===== config.mk =====
export PLATFORM = sky130hd
export DESIGN_NAME = vend_sequencer
export DESIGN_NICKNAME = d
export VERILOG_FILES = /design/src/rtl/vend_sequencer.sv
export SDC_FILE = /design/constraint.sdc
export NUM_CORES = 1
export LEC_CHECK = 0
export CORE_ASPECT_RATIO = 2
export CORE_MARGIN = 2
export CORE_UTILIZATION = 49
export DETAILED_ROUTE_END_ITERATION = 16
export GPL_TIMING_DRIVEN = 0
export PLACE_DENSITY = 0.76
export SKIP_LAST_GASP = 1
export SLEW_MARGIN = 0
export SYNTH_ARGS = -nofsm -noshare
export SYNTH_HDL_FRONTEND = slang
export SYNTH_SLANG_ARGS = --single-unit

===== constraint.sdc =====
create_clock -name clk -period 2.6 [get_ports clk]
set_input_delay 0.52 -clock clk [delete_from_list [all_inputs] [get_ports clk]]
set_output_delay 0.52 -clock clk [all_outputs]
set_load 0.05 [all_outputs]

===== src/rtl/vend_sequencer.sv =====
// Coin-operated vending transaction controller: credit accumulation, priced selection,
// vend request/acknowledge handshake and one-coin-per-cycle change payout.
module vend_sequencer #(
    parameter int MAX_CREDIT = 8,
    parameter int PRICE0     = 5,
    parameter int PRICE1     = 4,
    parameter int PRICE2     = 3,
    parameter int PRICE3     = 2,
    parameter int TIMEOUT    = 255,
    parameter int CW         = 4
) (
    input  logic          clk,
    input  logic          rst,
    input  logic [2:0]    in,
    input  logic          sel_valid,
    input  logic [1:0]    sel,
    input  logic          cancel,
    input  logic          vend_ack,
    output logic          vend_req,
    output logic [1:0]    vend_id,
    output logic          chg10,
    output logic          chg5,
    output logic          coin_rej,
    output logic          sel_err,
    output logic [CW-1:0] credit,
    output logic          busy
);

    localparam logic [1:0] S_IDLE   = 2'd0;
    localparam logic [1:0] S_CREDIT = 2'd1;
    localparam logic [1:0] S_VEND   = 2'd2;
    localparam logic [1:0] S_CHANGE = 2'd3;

    localparam int TW = $clog2(TIMEOUT + 1);

    logic [1:0]    state_q,    state_d;
    logic [CW-1:0] credit_q,   credit_d;
    logic [TW-1:0] cnt_q,      cnt_d;
    logic          vend_req_q, vend_req_d;
    logic [1:0]    vend_id_q,  vend_id_d;
    logic          chg10_q,    chg10_d;
    logic          chg5_q,     chg5_d;
    logic          coin_rej_q, coin_rej_d;
    logic          sel_err_q,  sel_err_d;
    logic          busy_q,     busy_d;

    logic [CW-1:0] coin_val;
    logic [CW:0]   coin_sum;
    logic [CW-1:0] price;
    logic          coin_accept;

    always_comb begin
        coin_val = '0;
        case (in)
            3'b001:  coin_val = CW'(1);
            3'b010:  coin_val = CW'(2);
            3'b011:  coin_val = CW'(3);
            3'b100:  coin_val = CW'(4);
            default: coin_val = '0;
        endcase
    end

    always_comb begin
        price = CW'(PRICE0);
        case (sel)
            2'd0: price = CW'(PRICE0);
            2'd1: price = CW'(PRICE1);
            2'd2: price = CW'(PRICE2);
            2'd3: price = CW'(PRICE3);
            default: price = CW'(PRICE0);
        endcase
    end

    // Coins are only banked when the panel is not strobing a selection in the same cycle.
    assign coin_sum    = {1'b0, credit_q} + {1'b0, coin_val};
    assign coin_accept = (coin_val != '0) && !sel_valid
                       && ((state_q == S_IDLE) || (state_q == S_CREDIT))
                       && (coin_sum <= (CW+1)'(MAX_CREDIT));

    always_comb begin
        // NOTE: every next-state signal gets a default first so no path leaves it unassigned (no latches).
        state_d    = state_q;
        credit_d   = credit_q;
        cnt_d      = '0;
        vend_req_d = vend_req_q;
        vend_id_d  = vend_id_q;
        chg10_d    = 1'b0;
        chg5_d     = 1'b0;
        coin_rej_d = (in != 3'b000) && !coin_accept;
        sel_err_d  = 1'b0;

        case (state_q)
            S_IDLE: begin
                if (coin_accept) begin
                    credit_d = coin_sum[CW-1:0];
                    state_d  = S_CREDIT;
                end
            end
            S_CREDIT: begin
                if (cancel) begin
                    if (coin_accept) credit_d = coin_sum[CW-1:0];
                    state_d = S_CHANGE;
                end else if (sel_valid) begin
                    if (credit_q >= price) begin
                        credit_d   = credit_q - price;
                        vend_id_d  = sel;
                        vend_req_d = 1'b1;
                        state_d    = S_VEND;
                    end else begin
                        sel_err_d = 1'b1;
                    end
                end else if (coin_accept) begin
                    credit_d = coin_sum[CW-1:0];
                end else if (cnt_q == TW'(TIMEOUT - 1)) begin
                    state_d = S_CHANGE;
                end else begin
                    cnt_d = cnt_q + TW'(1);
                end
            end
            S_VEND: begin
                if (vend_ack) begin
                    vend_req_d = 1'b0;
                    state_d    = (credit_q != '0) ? S_CHANGE : S_IDLE;
                end
            end
            S_CHANGE: begin
                if (credit_q >= CW'(2)) begin
                    chg10_d  = 1'b1;
                    credit_d = credit_q - CW'(2);
                end else if (credit_q == CW'(1)) begin
                    chg5_d   = 1'b1;
                    credit_d = '0;
                end
                if (credit_d == '0) state_d = S_IDLE;
            end
            default: state_d = S_IDLE;
        endcase

        busy_d = (state_d == S_VEND) || (state_d == S_CHANGE);
    end

    always_ff @(posedge clk or negedge rst) begin
        if (!rst) begin
            state_q    <= S_IDLE;
            credit_q   <= '0;
            cnt_q      <= '0;
            vend_req_q <= 1'b0;
            vend_id_q  <= 2'd0;
            chg10_q    <= 1'b0;
            chg5_q     <= 1'b0;
            coin_rej_q <= 1'b0;
            sel_err_q  <= 1'b0;
            busy_q     <= 1'b0;
        end else begin
            // NOTE: non-blocking assignments so every register samples pre-edge values.
            state_q    <= state_d;
            credit_q   <= credit_d;
            cnt_q      <= cnt_d;
            vend_req_q <= vend_req_d;
            vend_id_q  <= vend_id_d;
            chg10_q    <= chg10_d;
            chg5_q     <= chg5_d;
            coin_rej_q <= coin_rej_d;
            sel_err_q  <= sel_err_d;
            busy_q     <= busy_d;
        end
    end

    assign vend_req = vend_req_q;
    assign vend_id  = vend_id_q;
    assign chg10    = chg10_q;
    assign chg5     = chg5_q;
    assign coin_rej = coin_rej_q;
    assign sel_err  = sel_err_q;
    assign credit   = credit_q;
    assign busy     = busy_q;

endmodule


# Word-level counts from Yosys, hierarchy flattened
# Cells that the tools add are included.
# word_totals
word_cells	95
in_bits	10
reg_bits	22
# classes
bitwise_logic	1
n_reduce_logical	19
order_cmp	3
eq_ne	19
add_sub_neg	4
n_mux	39
# op_table
cell	count
2-to-1 mux 8 bit	5
2-to-1 mux 4 bit	7
2-to-1 mux 2 bit	9
one-hot mux 4 bit (4 select lines)	1
2-to-1 mux 1 bit	13
== test 2 bit, second input constant	6
one-hot mux 3 bit (4 select lines)	1
one-hot mux 4 bit (3 select lines)	1
adder 8 x 1 -> 8 bit, second input constant	1
== test 8 bit, second input constant	1
one-hot mux 2 bit (4 select lines)	1
nonzero test 4 bit	2
== test 3 x 2 -> 1 bit, second input constant	2
!= test 2 bit, second input constant	3
nonzero test 3 bit	2
adder 4 x 4 -> 5 bit	1
less-or-equal comparator 5 x 4 -> 1 bit, second input constant	1
AND reduction 5 bit	1
== test 2 x 1 -> 1 bit, second input constant	2
== test 4 x 1 -> 1 bit, second input constant	1
greater-or-equal comparator 4 x 2 -> 1 bit, second input constant	1
greater-or-equal comparator 4 bit	1
logical AND 1 bit	4
zero test 2 bit	2
other kinds (14)	16

# Depth between registers and ports, before layout
# logic_depth
depth_word	12
mapped_depth	10

# Least setup slack after synthesis
# No wires, ideal clock.
# synth_path
kind	register to register
from	reg credit_q[1], in the netlist credit[1]
to	reg cnt_q[2]
period_less_slack_ns	2.952
path_stages_with_launch	9
setup_time_ns	0.069
arrival_time_ns	2.883
path_slack_ns	-0.352
path_cell_list	dfrtp_1 -> inv_1 -> fa_1 -> xor2_1 -> and3_4 -> o311a_4 -> or4b_4 -> buf_6 -> nor2_2
# synth_between
elab_chain_len	7
# synth_rtl
item	line_no	source
from (decl)	37	logic [CW-1:0] credit_q, credit_d;
from (signal assigned)	157	credit_q <= credit_d;
adder 4 x 4 -> 5 bit	75	assign coin_sum = {1'b0, credit_q} + {1'b0, coin_val};
less-or-equal comparator 5 x 4 -> 1 bit	78	&& (coin_sum <= (CW+1)'(MAX_CREDIT));
logical AND 1 bit	78	
2-to-1 mux 8 bit	112	end else if (coin_accept) begin
2-to-1 mux 8 bit	103	end else if (sel_valid) begin
2-to-1 mux 8 bit	100	if (cancel) begin
2-to-1 mux 8 bit	92	case (state_q)
named net cnt_d[2]	38	logic [TW-1:0] cnt_q, cnt_d;
to (signal assigned)	158	cnt_q <= cnt_d;
to (decl)	38	
# The timed path passes the listed nets, and every way through them passes these cells.
# A chain may end at the register's enable or synchronous reset.

# Worst setup path in the final report
# layout_path
from	in in[0]
to	reg cnt_q[4]
# layout_between
elab_chain_len	10
elab_cells_between_ends	15
classes_between	1 x add/sub; 1 x order compare; 4 x eq/ne; 5 x mux; 4 x reduce/logical
# layout_rtl
item	line_no	source
from (decl)	14	input logic [2:0] in,
== test 3 bit (tied with other cells)	54	case (in)
one-hot mux 3 bit (4 select lines) (*)	54	
branches (longest 3 deep; another with adder 4 x 4 -> 5 bit)	n/a	
logical AND 1 bit (*)	78	
2-to-1 mux 8 bit (*)	112	
2-to-1 mux 8 bit (*)	103	
2-to-1 mux 8 bit (*)	100	
2-to-1 mux 8 bit (*)	92	
named net cnt_d[4]	38	
# Mark *: on every way through the listed nets, which the timed path passes.

==> impl_metrics.ini <==
[route]
drc_errors = 0
ant_nets = 0
via_per_inst = 6.128
num_vias = 1391
firstDrtPassIters = 4
routedWlPerCell_um = 16.57
routed_wirelength_um = 3762
drtIter0Drc = 62

[synth]
ys_ff_latch = 21
synth_edf_count = 0
yosysUniqueCellTypes = 44
synth_nets = 187
synthCells = 166
avgSynthCellArea_um2 = 9.052
synth_warnings = 0
yosysSeqAreaShare = 0.3497
synthArstFlopShare = 1.000
synth_area_mm2 = 0.001503
ys.flop_type = dfrtp_1

[cells_and_area]
final_util = 0.6429
final_cell_mix = dfrtp_1 (19), clkdlybuf4s50_1 (18), inv_1 (13), nand2_1 (13), o21ai_0 (10)
seq_area_um2 = 528.0
fin_nets = 219
multi_input_area_um2 = 945.9
num-fill-cells = 276
layout_commonest_cell = dfrtp_1
diodes = 0
instances_no_fill = 227
drive_gt1_frac = 0.1929
syn_to_final_growth_pct = 25.89

[critical_path]
slowest_delay_ns = 0.64
end_kind = flop
path_class = input pin to flop
crit_path_cell_trace = buf_8 -> nor2b_4 -> ha_4 -> inv_2 -> fa_2 -> xor2_2 -> and3_4 -> o311a_4 -> or4b_4 -> nor2_2
crit_arrival_ns = 2.78
cp_max_fo = 8
reg2regPathDepth = 8
cp.required_ns = 2.79
crit_path_start_kind = input pin
cp_slowest_cell = or4b_4

[global_route]
grt_use_total = 0.2259
antenna_found_initial = 0
grt_pass1_wl_um = 6058
grt_start_max_net_pins = 22
grt_pass1_vias = 1426
grt.overflow.total = 0

[floorplan]
chipWidth_um = 43.16
start_util = 0.5106
io_pins = 22
core_mm2 = 0.002943
rows = 28
fp.dieH_um = 82.32
dieArea_mm2 = 0.003553

[power_and_ir_drop]
p_per_area_mw_per_mm2 = 1115
vdd_drop_max_mv = 0.9015
leakage_nw = 0.7988

[cts]
clock_latency_ns = 0.26
cts-htree-levels = 1
hold_buffers = 0
cts_made_buffers = 3
clock-sinks = 21
cts.root.buffer_cell = clkbuf_8
cts.clk_slew.worst_paths_ns = 0.07
tritoncts = yes
clockBufferDepth = 2

[sta]
worst_pin_slew_ns = 0.9107
rsz0062_at_grt = yes
fmax_mhz = 386.5
hold_viol_final = 0
drv_slew = 0
skew_ns = 0.001092
layout_setup_ws_ns = 0.01261
fin_crit_sh = 0.9952
period_minus_slack_ns = 2.587
finalSetupViolCount = 0
slew_headroom = 0.3909

[outcome]
status = finished clean

[placed_design]
port_buffers = 21
placed_cells = 217
dp_hpwl_um = 2908
pre_cts_ws_ns = -0.7731
gp_congestion = 0.9183

[min_path]
worstHoldPathCells = 2
min_path_type = flop to flop

[job]
drv_cap = 0
[path summary, 6_finish.rpt]
path / slack (ns) / start / endpoint
min in group asynchronous: 0.77 / rst / cnt_q[2]$_DFF_PN0_
max: 0.01 / in[0] / cnt_q[4]$_DFF_PN0_
max reg2reg: 0.03 / credit[0]$_DFFE_PN0P_ / cnt_q[4]$_DFF_PN0_
min: 0.50 / vend_id[1]$_DFFE_PN0P_ / vend_id[1]$_DFFE_PN0P_
min reg2reg: 0.50 / vend_id[1]$_DFFE_PN0P_ / vend_id[1]$_DFFE_PN0P_
max in group asynchronous: 1.21 / rst / credit[0]$_DFFE_PN0P_
[synthesized netlist by cell type, types with 2 or more instances]
cell	n	area (µm²)
ha_1	9	112.6
clkbuf_1	4	15.01
dfrtp_1	21	525.5
nand2_1	13	48.80
o2bb2ai_1	2	17.52
o211ai_1	2	15.01
a31oi_1	2	12.51
nand3b_1	3	22.52
xnor2_1	3	26.28
nor3_1	3	15.01
o22ai_1	2	12.51
nor2b_1	3	18.77
a21o_1	2	15.01
nor2_2	7	43.79
nor3b_1	2	15.01
nor4_1	2	12.51
and3_1	2	12.51
nand3_1	8	40.04
a211oi_1	5	37.54
nor2_1	9	33.78
o21ai_0	11	55.05
or2_2	2	12.51
xor2_1	6	52.55
a22oi_1	2	15.01
fa_1	2	40.04
a2111oi_0	2	17.52
a21oi_1	3	15.01
o221ai_1	2	17.52
and3b_1	2	17.52
inv_1	14	52.55
and2_1	2	12.51
nand2b_1	2	12.51
[kinds of logic (layout without fill, tap and decap cells)]
logic type,after synthesis,count (layout),synth area share
AND/OR/NAND/NOR,64,64,0.2415
adder cells (fa/ha/maj),11,11,0.1016
XOR/XNOR,9,9,0.05246
AO/OA/AOI/OAI,42,42,0.2023
buffers and inverters,19,50,0.05245
flip-flops,21,21,0.3497
[cell type report]
type                            instances  share of cell area
Sequential cell                        21              0.2791
Inverter                               14             0.02778
Clock buffer                            4             0.02381
Timing Repair Buffer                   28              0.1415
Tap cell                               30             0.01984
Multi-Input combinational cell        126              0.5000
Buffer                                  4            0.007937
[report_power, final]
part           leakage [nW]  internal, mW  switching [mW]
clock network        0.0228         0.109           0.102
logic                 0.509         0.549           0.828
registers             0.267         0.414           0.107
total                 0.799          1.07            1.04
[worst max-delay path: cells and delay by family]
kind,cells,cell delay [ns]
AO/OA/AOI/OAI,1,0.37
XOR/XNOR,1,0.16
adder cells (fa/ha/maj),2,0.54
buffers and inverters,2,0.12
AND/OR/NAND/NOR,4,1.07
[flip-flops by register name (all words and copies together), names as in the netlist]
name	count
credit	4
vend_req	1
busy	1
state_q	1
vend_id	2
cnt_q	8
sel_err	1
chg10	1
coin_rej	1
chg5	1
[routing by layer]
layer	track usage	wire length [µm]
met1	0.2086	1268
met4	0.1242	151
met5	0	0
met2	0.4478	2205
met3	0.03261	136
[what timing repair did]
action,in CTS,in global routing
resized for setup,17,7
setup buffers,4,3
pin swaps,6,12
endpoints found under the setup margin,11,12
cloned,0,0
[metrics by stage]
step | TNS, ns | total power [mW] | hold slack (ns) | cell area (µm²)
detailed placement | -8.321 | 1.796 | 0.4896 | 1762
CTS | 0 | 2.048 | 0.5058 | 1851
global placement | -7.989 | 1.764 | 0.4632 | 1762
floorplan | -0.9692 | 1.422 | 0.2244 | 1514
global route | -0.2669 | 2.247 | 0.5401 | 1892
finish | 0 | 2.109 | 0.4953 | 1892
Note: power is estimated with default switching activity, not from simulation.
